$ cat src/rtl/seg7_scan_driver_pkg.sv
// Shared constants for the 7-segment scan driver: blank pattern, hex glyph
// table (active-low, seg[0]=CA .. seg[6]=CG) and the slot-phase enum.
package seg7_pkg;

  localparam logic [6:0] SEG_BLANK = 7'h7F;

  // Entry n is the glyph for hex digit n; the concatenation lists F down to 0.
  localparam logic [15:0][6:0] SEG_LUT = {
    7'h0E, 7'h06, 7'h21, 7'h46, 7'h03, 7'h08, 7'h10, 7'h00,
    7'h78, 7'h02, 7'h12, 7'h19, 7'h30, 7'h24, 7'h79, 7'h40
  };

  typedef enum logic {BLANK, ON} phase_e;

  function automatic logic [6:0] hex_glyph(input logic [3:0] nib);
    return SEG_LUT[nib];
  endfunction

endpackage

$ cat src/rtl/seg7_scan_driver_if.sv
// Upstream write port (load strobe + nibble word) and display pins.
interface seg7_scan_driver_if #(
  parameter int NUM_DIGITS = 8
);
  logic                    load;
  logic [4*NUM_DIGITS-1:0] value;
  logic [NUM_DIGITS-1:0]   dp_in;
  logic [NUM_DIGITS-1:0]   digit_en;
  logic [7:0]              an;
  logic [6:0]              seg;
  logic                    dp;
  logic                    frame_start;

  modport master (output load, value, dp_in, digit_en,
                  input  an, seg, dp, frame_start);
  modport slave  (input  load, value, dp_in, digit_en,
                  output an, seg, dp, frame_start);
endinterface

$ cat src/rtl/seg7_scan_driver_hex_to_seg7.sv
// Combinational hex nibble to active-low 7-segment glyph.
module hex_to_seg7
  import seg7_pkg::*;
(
  input  logic [3:0] nib_i,
  output logic [6:0] seg_o
);
  assign seg_o = hex_glyph(nib_i);
endmodule

$ cat src/rtl/seg7_scan_driver.sv
// Multiplexed 7-segment scanner with pending/shadow double buffering; new data
// is committed only at the end of the last digit slot so frames never tear.
module seg7_scan_driver
  import seg7_pkg::*;
#(
  parameter int NUM_DIGITS   = 8,
  parameter int REFRESH_DIV  = 100000,
  parameter int BLANK_CYCLES = 500
) (
  input logic              clk,
  input logic              rst,
  seg7_scan_driver_if.slave bus
);
  localparam int CW = $clog2(REFRESH_DIV);
  localparam int IW = (NUM_DIGITS > 1) ? $clog2(NUM_DIGITS) : 1;

  logic [CW-1:0] cnt_q, cnt_d;
  logic [IW-1:0] idx_q, idx_d;
  phase_e        phase_q, phase_d;

  logic [NUM_DIGITS-1:0][3:0] val_p_q, val_s_q;
  logic [NUM_DIGITS-1:0]      dp_p_q, dp_s_q, en_p_q, en_s_q;
  logic                       pend_v_q;

  logic [7:0] an_q, an_d;
  logic [6:0] seg_q, seg_d, seg_dec;
  logic       dp_q, dp_d, fs_q;
  logic       tick, last, commit;
  logic [3:0] nib;

  assign tick   = (cnt_q == CW'(REFRESH_DIV - 1));
  assign last   = (idx_q == IW'(NUM_DIGITS - 1));
  // A load on the commit cycle itself is forwarded straight into shadow.
  assign commit = tick && last && (pend_v_q || bus.load);

  always_comb begin
    cnt_d = tick ? '0 : cnt_q + 1'b1;
    idx_d = idx_q;
    if (tick) idx_d = last ? '0 : idx_q + 1'b1;
    // phase_q tracks cnt_q, so it is computed from the next count.
    phase_d = (int'(cnt_d) < BLANK_CYCLES) ? BLANK : ON;
  end

  assign nib = val_s_q[idx_q];

  hex_to_seg7 u_dec (
    .nib_i (nib),
    .seg_o (seg_dec)
  );

  always_comb begin
    an_d  = '1;
    seg_d = SEG_BLANK;
    dp_d  = 1'b1;
    if (phase_q == ON && en_s_q[idx_q]) begin
      an_d[idx_q] = 1'b0;
      seg_d       = seg_dec;
      dp_d        = ~dp_s_q[idx_q];
    end
  end

  always_ff @(posedge clk) begin
    if (rst) begin
      cnt_q    <= '0;
      idx_q    <= '0;
      phase_q  <= (BLANK_CYCLES > 0) ? BLANK : ON;
      val_p_q  <= '0;
      dp_p_q   <= '0;
      en_p_q   <= '0;
      val_s_q  <= '0;
      dp_s_q   <= '0;
      en_s_q   <= '0;
      pend_v_q <= 1'b0;
      an_q     <= '1;
      seg_q    <= SEG_BLANK;
      dp_q     <= 1'b1;
      fs_q     <= 1'b0;
    end else begin
      cnt_q   <= cnt_d;
      idx_q   <= idx_d;
      phase_q <= phase_d;
      if (bus.load) begin
        val_p_q <= bus.value;
        dp_p_q  <= bus.dp_in;
        en_p_q  <= bus.digit_en;
      end
      if (commit) begin
        val_s_q <= bus.load ? bus.value    : val_p_q;
        dp_s_q  <= bus.load ? bus.dp_in    : dp_p_q;
        en_s_q  <= bus.load ? bus.digit_en : en_p_q;
      end
      pend_v_q <= commit ? 1'b0 : (bus.load | pend_v_q);
      an_q     <= an_d;
      seg_q    <= seg_d;
      dp_q     <= dp_d;
      fs_q     <= (cnt_q == '0) && (idx_q == '0);
    end
  end

  assign bus.an          = an_q;
  assign bus.seg         = seg_q;
  assign bus.dp          = dp_q;
  assign bus.frame_start = fs_q;

endmodule

$ cat src/flat_wrapper.sv
// flat-port wrapper written by rule: the top's interface ports become plain ports
module seg7_scan_driver_flat import seg7_pkg::*;
#(
  parameter int NUM_DIGITS   = 8,
  parameter int REFRESH_DIV  = 100000,
  parameter int BLANK_CYCLES = 500
)
  (clk, rst, bus_load, bus_value, bus_dp_in, bus_digit_en, bus_an, bus_seg, bus_dp, bus_frame_start);
  seg7_scan_driver_if #(.NUM_DIGITS(NUM_DIGITS)) bus_i ();
  input logic clk;
  input logic rst;
  input wire logic [$bits(bus_i.load)-1:0] bus_load;
  input wire logic [$bits(bus_i.value)-1:0] bus_value;
  input wire logic [$bits(bus_i.dp_in)-1:0] bus_dp_in;
  input wire logic [$bits(bus_i.digit_en)-1:0] bus_digit_en;
  output wire logic [$bits(bus_i.an)-1:0] bus_an;
  output wire logic [$bits(bus_i.seg)-1:0] bus_seg;
  output wire logic [$bits(bus_i.dp)-1:0] bus_dp;
  output wire logic [$bits(bus_i.frame_start)-1:0] bus_frame_start;
  assign bus_i.load = bus_load;
  assign bus_i.value = bus_value;
  assign bus_i.dp_in = bus_dp_in;
  assign bus_i.digit_en = bus_digit_en;
  assign bus_an = bus_i.an;
  assign bus_seg = bus_i.seg;
  assign bus_dp = bus_i.dp;
  assign bus_frame_start = bus_i.frame_start;
  seg7_scan_driver #(.NUM_DIGITS(NUM_DIGITS), .REFRESH_DIV(REFRESH_DIV), .BLANK_CYCLES(BLANK_CYCLES)) u_core (.clk(clk), .rst(rst), .bus(bus_i));
endmodule
$ cat config.mk
export PLATFORM = sky130hd
export DESIGN_NAME = seg7_scan_driver_flat
export DESIGN_NICKNAME = d
export VERILOG_FILES = /design/src/rtl/seg7_scan_driver_pkg.sv /design/src/rtl/seg7_scan_driver_if.sv /design/src/rtl/seg7_scan_driver_hex_to_seg7.sv /design/src/rtl/seg7_scan_driver.sv /design/src/flat_wrapper.sv
export SDC_FILE = /design/constraint.sdc
export NUM_CORES = 1
export LEC_CHECK = 0
export CAP_MARGIN = 20
export CORE_MARGIN = 2
export CORE_UTILIZATION = 35
export DETAILED_ROUTE_END_ITERATION = 6
export DONT_BUFFER_PORTS = 1
export HOLD_SLACK_MARGIN = 0.06
export RECOVER_POWER = 100
export SLEW_MARGIN = 20
export SYNTH_ARGS = -nofsm -noshare
export SYNTH_HDL_FRONTEND = slang
export SYNTH_HIERARCHICAL = 1
export SYNTH_SLANG_ARGS = --single-unit
$ cat constraint.sdc
create_clock -name clk -period 2.84 [get_ports clk]
set_input_delay 0.426 -clock clk [delete_from_list [all_inputs] [get_ports clk]]
set_output_delay 0.426 -clock clk [all_outputs]
set_load 0.02 [all_outputs]
==> results by group <==
Clocking
  – Number of clock sinks: 135
  – Maximum buffer depth of the clock tree: 2
  – Count of hold-fix buffers inserted at cts: 0
  – H-tree level count: 4
  – Number of CTS-inserted buffers: 17
  – Register clock-pin slew on the reported worst setup and hold paths: 60 ps
  – PostCTS Resize Cnt: 0
  – Clock insertion delay at the later pin of the skew report: 410 ps
  – Root buffer cell: sky130_fd_sc_hd__clkbuf_16
  – Setup Fix Bufs, Post-CTS: 0
  – TritonCTS clock tree: built

Worst setup path
  – Chain of cells forming the critical path: clkbuf_1, nor2b_1, a22oi_1, o21ai_0, clkbuf_2, nand2_1, o22ai_1, nand2b_1
  – Crit-path leading delay family: buffers and inverters
  – Crit-path slowest cell: sky130_fd_sc_hd__dfxtp_1
  – R2R depth: 8
  – Startpoint of the worst-slack reg-to-reg timing path: u_core/idx_q[2]
  – Required time of the worst setup path: between 3000 and 4000 ps
  – Largest incremental delay on the critical path: 590 ps
  – Startpoint class of the critical path: flip-flop
  – Critical path endpoint category: flip-flop
  – Largest driver fanout on the critical path: 13
  – Data arrival time of the critical path: 2830 ps
  – Number of buffer and inverter instances along the worst setup path: 2
  – End of the worst register-to-register path: u_core/bus.seg[4]
  – Kind of critical path: reg2reg
  – Setup slack on the worst flop-to-flop path: 360 ps

Timing
  – Upper clock frequency limit: 403.0 MHz
  – Share of the cycle needed by the critical path after routing: 0.8737
  – Max-slew violation count: 0
  – Number of setup violations in the final report: 0
  – Final Skew: 5.619 ps
  – Final hold violations: 0
  – Transition at the pin with the smallest max-transition slack: 768.6 ps
  – Post-Route Setup TNS: 0 ps
  – Setup repair after global routing missed its margin: no
  – Minimum period implied by the final worst setup slack: between 2000 and 2500 ps
  – Relative max-transition margin: 0.4829

Placed design
  – Sum of net half-perimeters after detailed placement: between 8 and 9 mm
  – Number of instances in the placed design: about 770
  – Placed Area: approximately 0.006 sq mm
  – Port Buf Inserts: 0
  – GP Congestion: around 0.81

Yosys
  – Area share of the largest cell type after synthesis: 0.4604
  – Most instantiated flip-flop cell in the synthesis netlist: sky130_fd_sc_hd__dfxtp_1
  – Seq/Total Area, Yosys: 0.4604
  – Synth area leader: sky130_fd_sc_hd__dfxtp_1
  – Mapped Nets: 645
  – Total standard cell area after synthesis: approximately 0.0059 sq mm
  – Most area-consuming cells after synthesis: sky130_fd_sc_hd__dfxtp_1, sky130_fd_sc_hd__a211oi_2, sky130_fd_sc_hd__mux2i_1
  – Synthesized area per cell: 10.09 sq um
  – Async set-or-reset flop fraction in the synthesized netlist: 0
  – Count of state elements after synthesis: 135
  – Synth cell count leaders: sky130_fd_sc_hd__dfxtp_1, sky130_fd_sc_hd__nor2_1, sky130_fd_sc_hd__mux2i_1
  – Synthesized netlist cell count: 582
  – Most frequent cell after synthesis: sky130_fd_sc_hd__dfxtp_1
  – Yosys warning total: 6
  – Distinct cells, synth: between 50 and 60
  – EDFF count, synth: 0

Pwr
  – Post-route total power: 4.554 mW
  – Maximum resistive drop on vdd: 411.1 uV
  – Static Leakage: 2.342 nW
  – PD cells: slightly below 700 mW/mm^2

Global routing
  – Largest net degree at the start of global routing: 110
  – Remaining global-route overflow: 0
  – Number of global-route vias before repair: 3911
  – Number of antenna violations at the first check in global routing: 0
  – First-pass GRT wire length: 19.73 mm
  – Total routing usage reported by global routing: 0.1404

Hold path
  – Worst hold path type: in2reg
  – Startpoint of the lowest-slack hold path: rst
  – Endpoint, Worst Hold: u_core/val_s_q[20]
  – Cell count of the worst hold path: 1

Floorplan
  – Die area: 0.01782 sq mm
  – Effective utilization at floorplan: 0.3565
  – Vertical die dimension: 133.5 um
  – Number of primary I/O pins: 68
  – Area inside the core boundary: about 0.016 sq mm
  – Rows: 47
  – Die width: 133.5 um

Detailed routing
  – DRC Markers: 0
  – DRT Wirelength: 11.81 mm
  – DRT Pass-1 Iters: 7
  – Vias post-DR: 3991
  – Number of nets with antenna violations after detailed routing: 0
  – Avg Vias per Cell: 4.995
  – DRC violation total after the first TritonRoute iteration: 432
  – Avg WL per Cell: 14.78 um

Finish
  – Number of nets in the layout: ~630
  – Share of final-layout standard cells stronger than drive strength 1: 0.1554
  – Total inserted antenna cells: 0
  – Final instance count without filler cells: 799
  – Layout Utilization: 0.3989
  – Area growth from synthesis to layout: 11.89%
  – Final Cell Area: 0.006569 sq mm

Outcome
  – Outcome: completed

Run
  – Max-cap violations: 0
worst max path at each step:
stage                          from                end  slack (ps)  depth (start not counted)
floorplan           u_core/idx_q[1]  u_core/bus.seg[3]         590                          8
global placement    u_core/cnt_q[2]     u_core/phase_q         520                          5
detailed placement  u_core/cnt_q[2]     u_core/phase_q         480                          5
CTS                 u_core/cnt_q[2]     u_core/phase_q         460                          5
global route        u_core/cnt_q[2]     u_core/phase_q          60                          5
finish              u_core/idx_q[2]  u_core/bus.seg[4]         360                          8
flip-flops by register name, indices dropped and copies added (netlist names), 3 cells and up:
| register | flops |
|---|---|
| u_core/dp_p_q | 8 |
| u_core/bus.an | 8 |
| u_core/val_p_q | 32 |
| u_core/cnt_q | 17 |
| u_core/dp_s_q | 8 |
| u_core/bus.seg | 7 |
| u_core/en_p_q | 8 |
| u_core/en_s_q | 8 |
| u_core/val_s_q | 32 |
| u_core/idx_q | 3 |
layout make-up:
class                      instances  area (sq um)
clock buffer                      22         494.2
clock inverter                    10         188.9
fill                            1604          9897
inverter                          14         52.55
multi-input combinational        390          2784
sequential                       135          2703
tap                              220         275.3
timing repair buffer               8         71.32
logic make-up (layout without fill, tap and decap cells):
| group | count (synthesis) | count (layout) | synth area share |
|---|---|---|---|
| flip-flops | 135 | 135 | 0.4604 |
| AND/OR/NAND/NOR | 207 | 207 | 0.1609 |
| multiplexers | 67 | 67 | 0.1321 |
| AO/OA/AOI/OAI | 88 | 88 | 0.1449 |
| XOR/XNOR | 16 | 16 | 0.02387 |
| buffers and inverters | 57 | 54 | 0.05222 |
| adder cells (fa/ha/maj) | 12 | 12 | 0.02557 |
layer usage:
layer | vias up | global-route usage | wire (um)
met4 | 0 | 0.06265 | 201
met3 | 18 | 0.04452 | 562
met2 | 84 | 0.2231 | 5655
li1 | 1992 | - | -
met5 | - | 0 | 0
met1 | 1897 | 0.1751 | 5389
where the power goes:
| group | switching [mW] | total (mW) | internal (mW) |
|---|---|---|---|
| registers | 0.0171 | 1.96 | 1.94 |
| clock network | 0.805 | 2.48 | 1.68 |
| logic | 0.0617 | 0.112 | 0.0498 |
| total | 0.884 | 4.55 | 3.67 |
placed cells by master (no fill, tap or decap), types with 7 or more instances in the layout:
| master | instances |
|---|---|
| sky130_fd_sc_hd__a211oi_1 | 17 |
| sky130_fd_sc_hd__a211oi_2 | 32 |
| sky130_fd_sc_hd__a31oi_1 | 7 |
| sky130_fd_sc_hd__clkbuf_16 | 17 |
| sky130_fd_sc_hd__dfxtp_1 | 135 |
| sky130_fd_sc_hd__ha_1 | 12 |
| sky130_fd_sc_hd__inv_1 | 13 |
| sky130_fd_sc_hd__mux2i_1 | 55 |
| sky130_fd_sc_hd__mux4_2 | 8 |
| sky130_fd_sc_hd__nand2_1 | 28 |
| sky130_fd_sc_hd__nand2b_1 | 11 |
| sky130_fd_sc_hd__nand3_1 | 10 |
| sky130_fd_sc_hd__nor2_1 | 121 |
| sky130_fd_sc_hd__o21ai_0 | 10 |
| sky130_fd_sc_hd__xnor2_1 | 11 |
per-stage QoR:
step                      setup WS (ps)  hold WS [ps]
final                             358.8         83.57
after global routing              60.87         57.37
after CTS                         464.0         67.01
after detailed placement          477.3         468.4
after global placement            522.2         452.7
after floorplan                   588.1         437.0
No activity file was read; power rests on OpenSTA's default activity.
